===== src/rtl/iccm_arb_pkg.sv =====
// Shared widths, response-owner encoding and small helpers for the ICCM arbiter.
// The ICCM_ARB_RR_EN build option is consumed by iccm_arb_grant.
package iccm_arb_pkg;

    localparam int ICCM_AW = 12;
    localparam int ICCM_DW = 32;
    localparam int ICCM_BW = 4;

    typedef enum logic [1:0] {
        NONE  = 2'd0,
        FETCH = 2'd1,
        HOST  = 2'd2
    } rsp_owner_e;

    // A host access returns data only when no byte lane is written.
    function automatic logic is_host_read(input logic h_gnt, input logic [ICCM_BW-1:0] we);
        return h_gnt && (we == {ICCM_BW{1'b0}});
    endfunction

endpackage


===== src/rtl/iccm_arb_grant.sv =====
// Grant selection between the fetch and host ports.
// Default: fetch priority with host starvation limit; `define ICCM_ARB_RR_EN for round-robin.
module iccm_arb_grant
    import iccm_arb_pkg::*;
#(
    parameter int unsigned STARVE_LIMIT = 8
) (
    input  logic clk_i,
    input  logic rst_ni,
    input  logic f_req,
    input  logic h_req,
    output logic f_gnt,
    output logic h_gnt
);

`ifdef ICCM_ARB_RR_EN

    // Set when host won the most recent grant; reset value makes fetch win first.
    logic last_host_q;
    logic last_host_d;

    // Combinational grant: sole requester wins, contention goes to the less recent winner.
    always_comb begin
        f_gnt = 1'b0;
        h_gnt = 1'b0;
        if (!rst_ni) begin
            f_gnt = 1'b0;
        end else if (f_req && h_req) begin
            if (last_host_q) begin
                f_gnt = 1'b1;
            end else begin
                h_gnt = 1'b1;
            end
        end else if (f_req) begin
            f_gnt = 1'b1;
        end else if (h_req) begin
            h_gnt = 1'b1;
        end else begin
            f_gnt = 1'b0;
        end
    end

    // Remember which port was granted last; idle cycles keep the history.
    always_comb begin
        last_host_d = last_host_q;
        if (h_gnt) begin
            last_host_d = 1'b1;
        end else if (f_gnt) begin
            last_host_d = 1'b0;
        end else begin
            last_host_d = last_host_q;
        end
    end

    // Round-robin history register.
    always_ff @(posedge clk_i) begin
        if (!rst_ni) begin
            last_host_q <= 1'b1;
        end else begin
            last_host_q <= last_host_d;
        end
    end

`else

    localparam logic [7:0] LIMIT = 8'(STARVE_LIMIT);

    logic [7:0] wait_q;
    logic [7:0] wait_d;

    // Combinational grant: fetch wins contention until host has waited LIMIT cycles.
    always_comb begin
        f_gnt = 1'b0;
        h_gnt = 1'b0;
        if (!rst_ni) begin
            f_gnt = 1'b0;
        end else if (f_req && h_req) begin
            if (wait_q == LIMIT) begin
                h_gnt = 1'b1;
            end else begin
                f_gnt = 1'b1;
            end
        end else if (f_req) begin
            f_gnt = 1'b1;
        end else if (h_req) begin
            h_gnt = 1'b1;
        end else begin
            f_gnt = 1'b0;
        end
    end

    // Saturating count of cycles host has been kept waiting.
    always_comb begin
        wait_d = 8'd0;
        if (h_req && !h_gnt) begin
            if (wait_q == LIMIT) begin
                wait_d = wait_q;
            end else begin
                wait_d = wait_q + 8'd1;
            end
        end else begin
            wait_d = 8'd0;
        end
    end

    // Host wait counter register.
    always_ff @(posedge clk_i) begin
        if (!rst_ni) begin
            wait_q <= 8'd0;
        end else begin
            wait_q <= wait_d;
        end
    end

`endif

endmodule


===== src/rtl/iccm_arbiter.sv =====
// Two-port (fetch read-only, host read/write) arbiter in front of a 1-cycle ICCM.
// Grant policy lives in iccm_arb_grant; ICCM_ARB_RR_EN selects round-robin there.
module iccm_arbiter
    import iccm_arb_pkg::*;
#(
    parameter int unsigned STARVE_LIMIT = 8
) (
    input  logic               clk_i,
    input  logic               rst_ni,
    input  logic               f_req,
    input  logic [ICCM_AW-1:0] f_addr,
    output logic [ICCM_DW-1:0] f_rdata,
    output logic               f_gnt,
    output logic               f_rvalid,
    input  logic               h_req,
    input  logic [ICCM_AW-1:0] h_addr,
    input  logic [ICCM_DW-1:0] h_wdata,
    input  logic [ICCM_BW-1:0] h_we,
    output logic               h_gnt,
    output logic [ICCM_DW-1:0] h_rdata,
    output logic               h_rvalid,
    output logic               mem_req,
    output logic [ICCM_AW-1:0] mem_addr,
    output logic [ICCM_DW-1:0] mem_wdata,
    output logic [ICCM_BW-1:0] mem_we,
    input  logic [ICCM_DW-1:0] mem_rdata,
    input  logic               mem_rvalid
);

    rsp_owner_e owner_q;
    rsp_owner_e owner_d;

    iccm_arb_grant #(
        .STARVE_LIMIT (STARVE_LIMIT)
    ) u_grant (
        .clk_i  (clk_i),
        .rst_ni (rst_ni),
        .f_req  (f_req),
        .h_req  (h_req),
        .f_gnt  (f_gnt),
        .h_gnt  (h_gnt)
    );

    assign mem_req = f_gnt | h_gnt;

    // Request mux: fetch never writes, and an idle bus is driven to zero.
    always_comb begin
        mem_addr  = {ICCM_AW{1'b0}};
        mem_wdata = {ICCM_DW{1'b0}};
        mem_we    = {ICCM_BW{1'b0}};
        if (f_gnt) begin
            mem_addr = f_addr;
        end else if (h_gnt) begin
            mem_addr  = h_addr;
            mem_wdata = h_wdata;
            mem_we    = h_we;
        end else begin
            mem_addr = {ICCM_AW{1'b0}};
        end
    end

    // Owner of the response that returns next cycle; host writes expect none.
    always_comb begin
        owner_d = NONE;
        if (f_gnt) begin
            owner_d = FETCH;
        end else if (is_host_read(h_gnt, h_we)) begin
            owner_d = HOST;
        end else begin
            owner_d = NONE;
        end
    end

    // Response owner register.
    always_ff @(posedge clk_i) begin
        if (!rst_ni) begin
            owner_q <= NONE;
        end else begin
            owner_q <= owner_d;
        end
    end

    assign f_rvalid = mem_rvalid && (owner_q == FETCH);
    assign h_rvalid = mem_rvalid && (owner_q == HOST);
    assign f_rdata  = (owner_q == FETCH) ? mem_rdata : {ICCM_DW{1'b0}};
    assign h_rdata  = (owner_q == HOST)  ? mem_rdata : {ICCM_DW{1'b0}};

endmodule


===== config.mk =====
export PLATFORM = sky130hd
export DESIGN_NAME = iccm_arbiter
export DESIGN_NICKNAME = d
export VERILOG_FILES = /design/src/rtl/iccm_arb_pkg.sv /design/src/rtl/iccm_arb_grant.sv /design/src/rtl/iccm_arbiter.sv
export SDC_FILE = /design/constraint.sdc
export NUM_CORES = 1
export LEC_CHECK = 0
export BUFFER_PORTS_ARGS = -buffer_cell sky130_fd_sc_hd__buf_2
export CAP_MARGIN = 0
export CORE_AREA = 2 2 84 86
export CTS_BUF_LIST = sky130_fd_sc_hd__clkbuf_8
export CTS_CLUSTER_SIZE = 8
export DETAILED_ROUTE_END_ITERATION = 10
export DIE_AREA = 0 0 86 88
export PLACE_DENSITY = 0.64
export SLEW_MARGIN = 10
export SYNTH_ARGS = -nofsm -noshare
export SYNTH_HDL_FRONTEND = slang
export SYNTH_SLANG_ARGS = --single-unit
export TNS_END_PERCENT = 5

===== constraint.sdc =====
create_clock -name clk_i -period 4.1 [get_ports clk_i]
set_clock_uncertainty 0.1 [all_clocks]
set_input_delay 0.205 -clock clk_i [delete_from_list [all_inputs] [get_ports clk_i]]
set_output_delay 0.205 -clock clk_i [all_outputs]
set_load 0.02 [all_outputs]

======== Word level (Yosys, flattened, before mapping) ========
Index checks and enable logic that the tools add are counted.
W data, S select, Z words.
word-level totals
  register bits after elaboration ......... 10
  bits of input ports ..................... 97
  output and inout bits ................... 117
  word-level logic and storage cells ...... 37
cells by class
  add/sub/neg operators ................... 1
  equality and inequality tests ........... 3
  muxes and demuxes ....................... 19
  bitwise gates (word level) .............. 2
  reductions and logical operators ........ 9
operators by type and width
  cell                   count
  $mux W32               4
  $mux W12               2
  $mux W1                10
  $add A8 B1 Y8 const B  1
  $eq A8 B4 Y1 const B   1
  $mux W4                2
  $logic_and A1 B1 Y1    5
  $logic_not A4 Y1       1
  $eq A2 B1 Y1 const B   1
  $eq A2 B2 Y1 const B   1
  $mux W2                1
  $reduce_and A2 Y1      1
  $reduce_or A2 Y1       1
  $logic_not A1 Y1       1
  $not A1 Y1             1
  $or A1 B1 Y1           1

======== Longest topological paths before layout ========
  depth after elaboration ................. 7
  gate-level depth with buffers ........... 6
  depth with buffers taken out ............ 5

======== Hierarchy ========
A second synthesis with hierarchy kept.
second synthesis, totals
  cell total of the unflattened synthesis .. 182
  area total of the unflattened synthesis .. 1,310.0 um^2
modules (own cells, without submodules)
  module          instances  cells an instance  area an instance (um^2)  seq. area each (um^2)
  iccm_arbiter    1          137                908.4                    40.0
  iccm_arb_grant  1          45                 401.6                    160.2

======== Worst setup path before layout ========
OpenSTA, ideal clock, no wires.
  path kind ............................... register to output
  from .................................... reg u_grant.wait_q[2]
  to ...................................... out mem_addr[10]
  data arrival time ....................... 1,747 ps
  data required time ...................... 3,795 ps
  path slack .............................. 2,048 ps
  cell stages (with the launch flop) ...... 5
  buffers on the path ..................... 1
  path through ............................ dfxtp_1 -> or4b_4 -> o41a_1 -> buf_6 -> a32o_1
between the ends
  elaborated cells between the ends (all ways) .. 9
RTL lines
  what                      RTL line               RTL
  start: declaration        iccm_arb_grant.sv:68   logic [7:0] wait_q;
  start signal: assignment  iccm_arb_grant.sv:111  wait_q <= wait_d;
  $eq A8 B4 Y1              iccm_arb_grant.sv:78   if (wait_q == LIMIT) begin
  $mux W1                   iccm_arb_grant.sv:78
  $mux W1                   iccm_arb_grant.sv:77   end else if (f_req && h_req) begin
  $mux W1                   iccm_arb_grant.sv:75   if (!rst_ni) begin
  net f_gnt                 iccm_arbiter.sv:13     output logic f_gnt,
  $mux W12                  iccm_arbiter.sv:51     if (f_gnt) begin
  end: declaration          iccm_arbiter.sv:23     output logic [ICCM_AW-1:0] mem_addr,
The timed path passes the listed nets, and every way through them passes these cells.

======== Worst setup path after layout ========
  from .................................... reg u_grant.wait_q[2]
  to ...................................... out mem_wdata[10]
between the ends
  word-level cells in the longest chain between the ends .. 6
  elaborated cells between the ends (all ways) .. 9
RTL lines
  what              RTL line              RTL
  $eq A8 B4 Y1 (*)  iccm_arb_grant.sv:78
  $mux W1           iccm_arb_grant.sv:78
  $mux W1           iccm_arb_grant.sv:77
  $mux W1           iccm_arb_grant.sv:75
  $mux W32          iccm_arbiter.sv:53    end else if (h_gnt) begin
  $mux W32 (*)      iccm_arbiter.sv:51
  end: declaration  iccm_arbiter.sv:24    output logic [ICCM_DW-1:0] mem_wdata,
Every way passes the cells marked *; elsewhere a longest branch is shown, timed or not.

==> results by group <==
STA
  – Fmax: 350.5 MHz
  – Final Hold Vio Count: 0
  – Setup TNS: 0 ps
  – Setup violators final: 0
  – Fin crit period: 2853 ps
  – Period utilization: 0.6958
  – Worst-Margin Slew: 720.6 ps
  – Slew HR: 0.5196
  – Slew Limit Fails: 0
  – RSZ-0062 raised after global routing: false

Clock network
  – Clock-pin slew on the worst setup and hold paths: 40 ps
  – Worst skew pair latency: 230 ps
  – Root Buffer: clkbuf_8
  – # H-tree levels: 1
  – Clock buffer depth: 2
  – Hold-fix buffers, CTS: 0
  – Post-CTS Repair Setup Buffers: 0
  – # clock sinks: 10
  – Resize count post-CTS: 0
  – CTS tree: done
  – CTS Buf Count: 3

Place
  – Final Wtd Congestion: 0.7131
  – Port Buffer Count: 213
  – DP Area: 2442 µm²
  – Post-DP HPWL: 4.384 mm

GRT
  – Initial antenna violation count: 0
  – Vias in the first global route: 1,816
  – Pin count of the biggest net entering global routing: 51
  – Remaining global-route overflow: 0
  – First-pass GRT wire length: 7.838 mm
  – Aggregate global-route resource usage: 0.1250

Finish
  – Final core utilization: 0.3740
  – Area Growth Syn to Fin: 88.42%
  – Final nets: 487
  – Layout cells sized above 1: 0.5777
  – Post-Layout Inst Area: 2485 µm²
  – # diodes: 0

Power and ir drop
  – PnR Total Power: 0.3656 mW
  – Pwr per Cell Area: 147.1 nW/µm²
  – Peak supply drop: 0.00008917 V
  – Leakage dissipation: 1.634 nW

Synthesis
  – Most frequent cell after synthesis: and2_1
  – Most used DFF post-synth: dfxtp_1
  – Post-synth EDFFs: 0
  – Number of library cell types mapped by synthesis: 28
  – Synth Instances: 184
  – Share of Yosys cell area claimed by the top area cell type: 0.3226
  – Synthesized area: 1319 µm²
  – FF+latch count, synth: 10
  – Post-synth top area cell: and2_1
  – Yosys warns: 0
  – Top cells by area, synth: and2_1 (32%), and3_1 (18%), dfxtp_1 (15%), a32o_1 (9.1%), clkbuf_1 (4.0%)
  – Synth async-reset ratio: 0
  – Synth top cells by count: and2_1 (68), and3_1 (37), clkbuf_1 (14)
  – Syn avg cell area: 7.167 µm²
  – Seq/Total Area, Yosys: 0.1518
  – Syn_nets: 283

Detailed routing
  – Via density: 4.429
  – Drt first pass iters: 4
  – Post-route antenna net violation count: 0
  – Iteration-0 DRC Markers: 51
  – Total wire length: 5.340 mm
  – Via count: 2,064
  – Wire per inst: 11.46 µm
  – Residual DRC count: 0

Worst setup path
  – Crit Path Category: flip-flop to primary output
  – CP Data Required Time: 3800 ps
  – Startpoint types: flip-flop
  – CP arrival: 2550 ps
  – CP Max Fanout: 30
  – Reg2reg path depth: 4
  – Setup crit end kind: primary output

Run status
  – Outcome: finished clean

Die
  – Die H: 88 µm
  – Initial Util: 0.1985
  – Die Width: 86 µm
  – Die area: 7568 µm²
  – Std cell rows: 30
  – CORE AREA: 6644 µm²
  – Io pins: 214

Job
  – MaxCap Viol Count: 0

Min path
  – Hold depth: 3
  – Worst Hold Class: input port to flip-flop
==> routing by layer <==
metal / routed length, µm / track usage / part of all wire / up-vias
met5: 0 / 0 / 0 / -
met4: 51 / 0.03463 / 0.0096 / 0
met3: 623 / 0.02074 / 0.12 / 5
met2: 2677 / 0.2607 / 0.50 / 130
met1: 1988 / 0.1248 / 0.37 / 881
li1: - / - / - / 1048
==> critical path: stages (launching register included) <==
cell,delay (ps)
dfxtp_1,350
or4b_4,580
o31ai_4,660
buf_4,370
and3_1,190
buf_2,160
==> final cells by class <==
class	instances	area (µm²)
fill	722	4159
timing repair buffer	216	1089
multi-input combinational	153	1040
sequential	10	200.2
tap	80	100.1
clock buffer	3	41.29
inverter	4	15.01
==> report_power, final <==
part	switching (mW)	total (mW)	internal, mW
clock	0.0346	0.0986	0.0639
combinational	0.0928	0.167	0.0747
sequential	0.000927	0.0996	0.0987
==> cell usage in the layout (no fill, tap or decap) <==
cell / count
o21ai_0: 2
xor2_1: 2
o31ai_1: 1
inv_1: 4
o41a_1: 2
and3_1: 37
o311ai_2: 1
buf_4: 3
nor2b_1: 2
or4_1: 1
o31ai_4: 1
xnor2_1: 1
clkbuf_8: 3
nor4_1: 1
nor2_1: 5
nand3_1: 3
and2_2: 1
ha_1: 2
a32o_1: 12
a21oi_1: 3
nand2_1: 3
and2_1: 68
dfxtp_1: 10
o21a_1: 1
or4b_4: 1
buf_2: 213
or3_1: 2
nand2b_1: 1
==> worst paths after layout <==
kind,startpoint,to,slack (ps)
max,u_grant.wait_q[2]$_SDFFE_PN0P_,mem_wdata[10],1250
min,h_we[0],owner_q[1]$_SDFF_PP0_,220
max reg2reg,u_grant.wait_q[2]$_SDFFE_PN0P_,owner_q[1]$_SDFF_PP0_,1790
min reg2reg,u_grant.wait_q[0]$_SDFFE_PN0P_,u_grant.wait_q[0]$_SDFFE_PN0P_,380
==> sequential cells by signal, summed over array words and instances (netlist names) <==
register and count:
u_grant.wait_q 8, owner_q 2
==> cell families after synthesis <==
group | count (synthesis) | synth area share
AND/OR/NAND/NOR | 125 | 0.5816
buffers and inverters | 21 | 0.06736
AO/OA/AOI/OAI | 23 | 0.1603
flip-flops | 10 | 0.1518
adder cells (fa/ha/maj) | 2 | 0.01897
XOR/XNOR | 3 | 0.01993
==> per-stage QoR <==
stage / worst slack, ps / hold slack (ps) / instances
after floorplan: 2048 / 308.3 / 184
after global placement: 1553 / 358.5 / 463
after detailed placement: 1513 / 362.7 / 463
after CTS: 1255 / 225.0 / 466
after global routing: 1086 / 242.7 / 466
final: 1247 / 218.1 / 466
No activity file was read; power rests on OpenSTA's default activity.
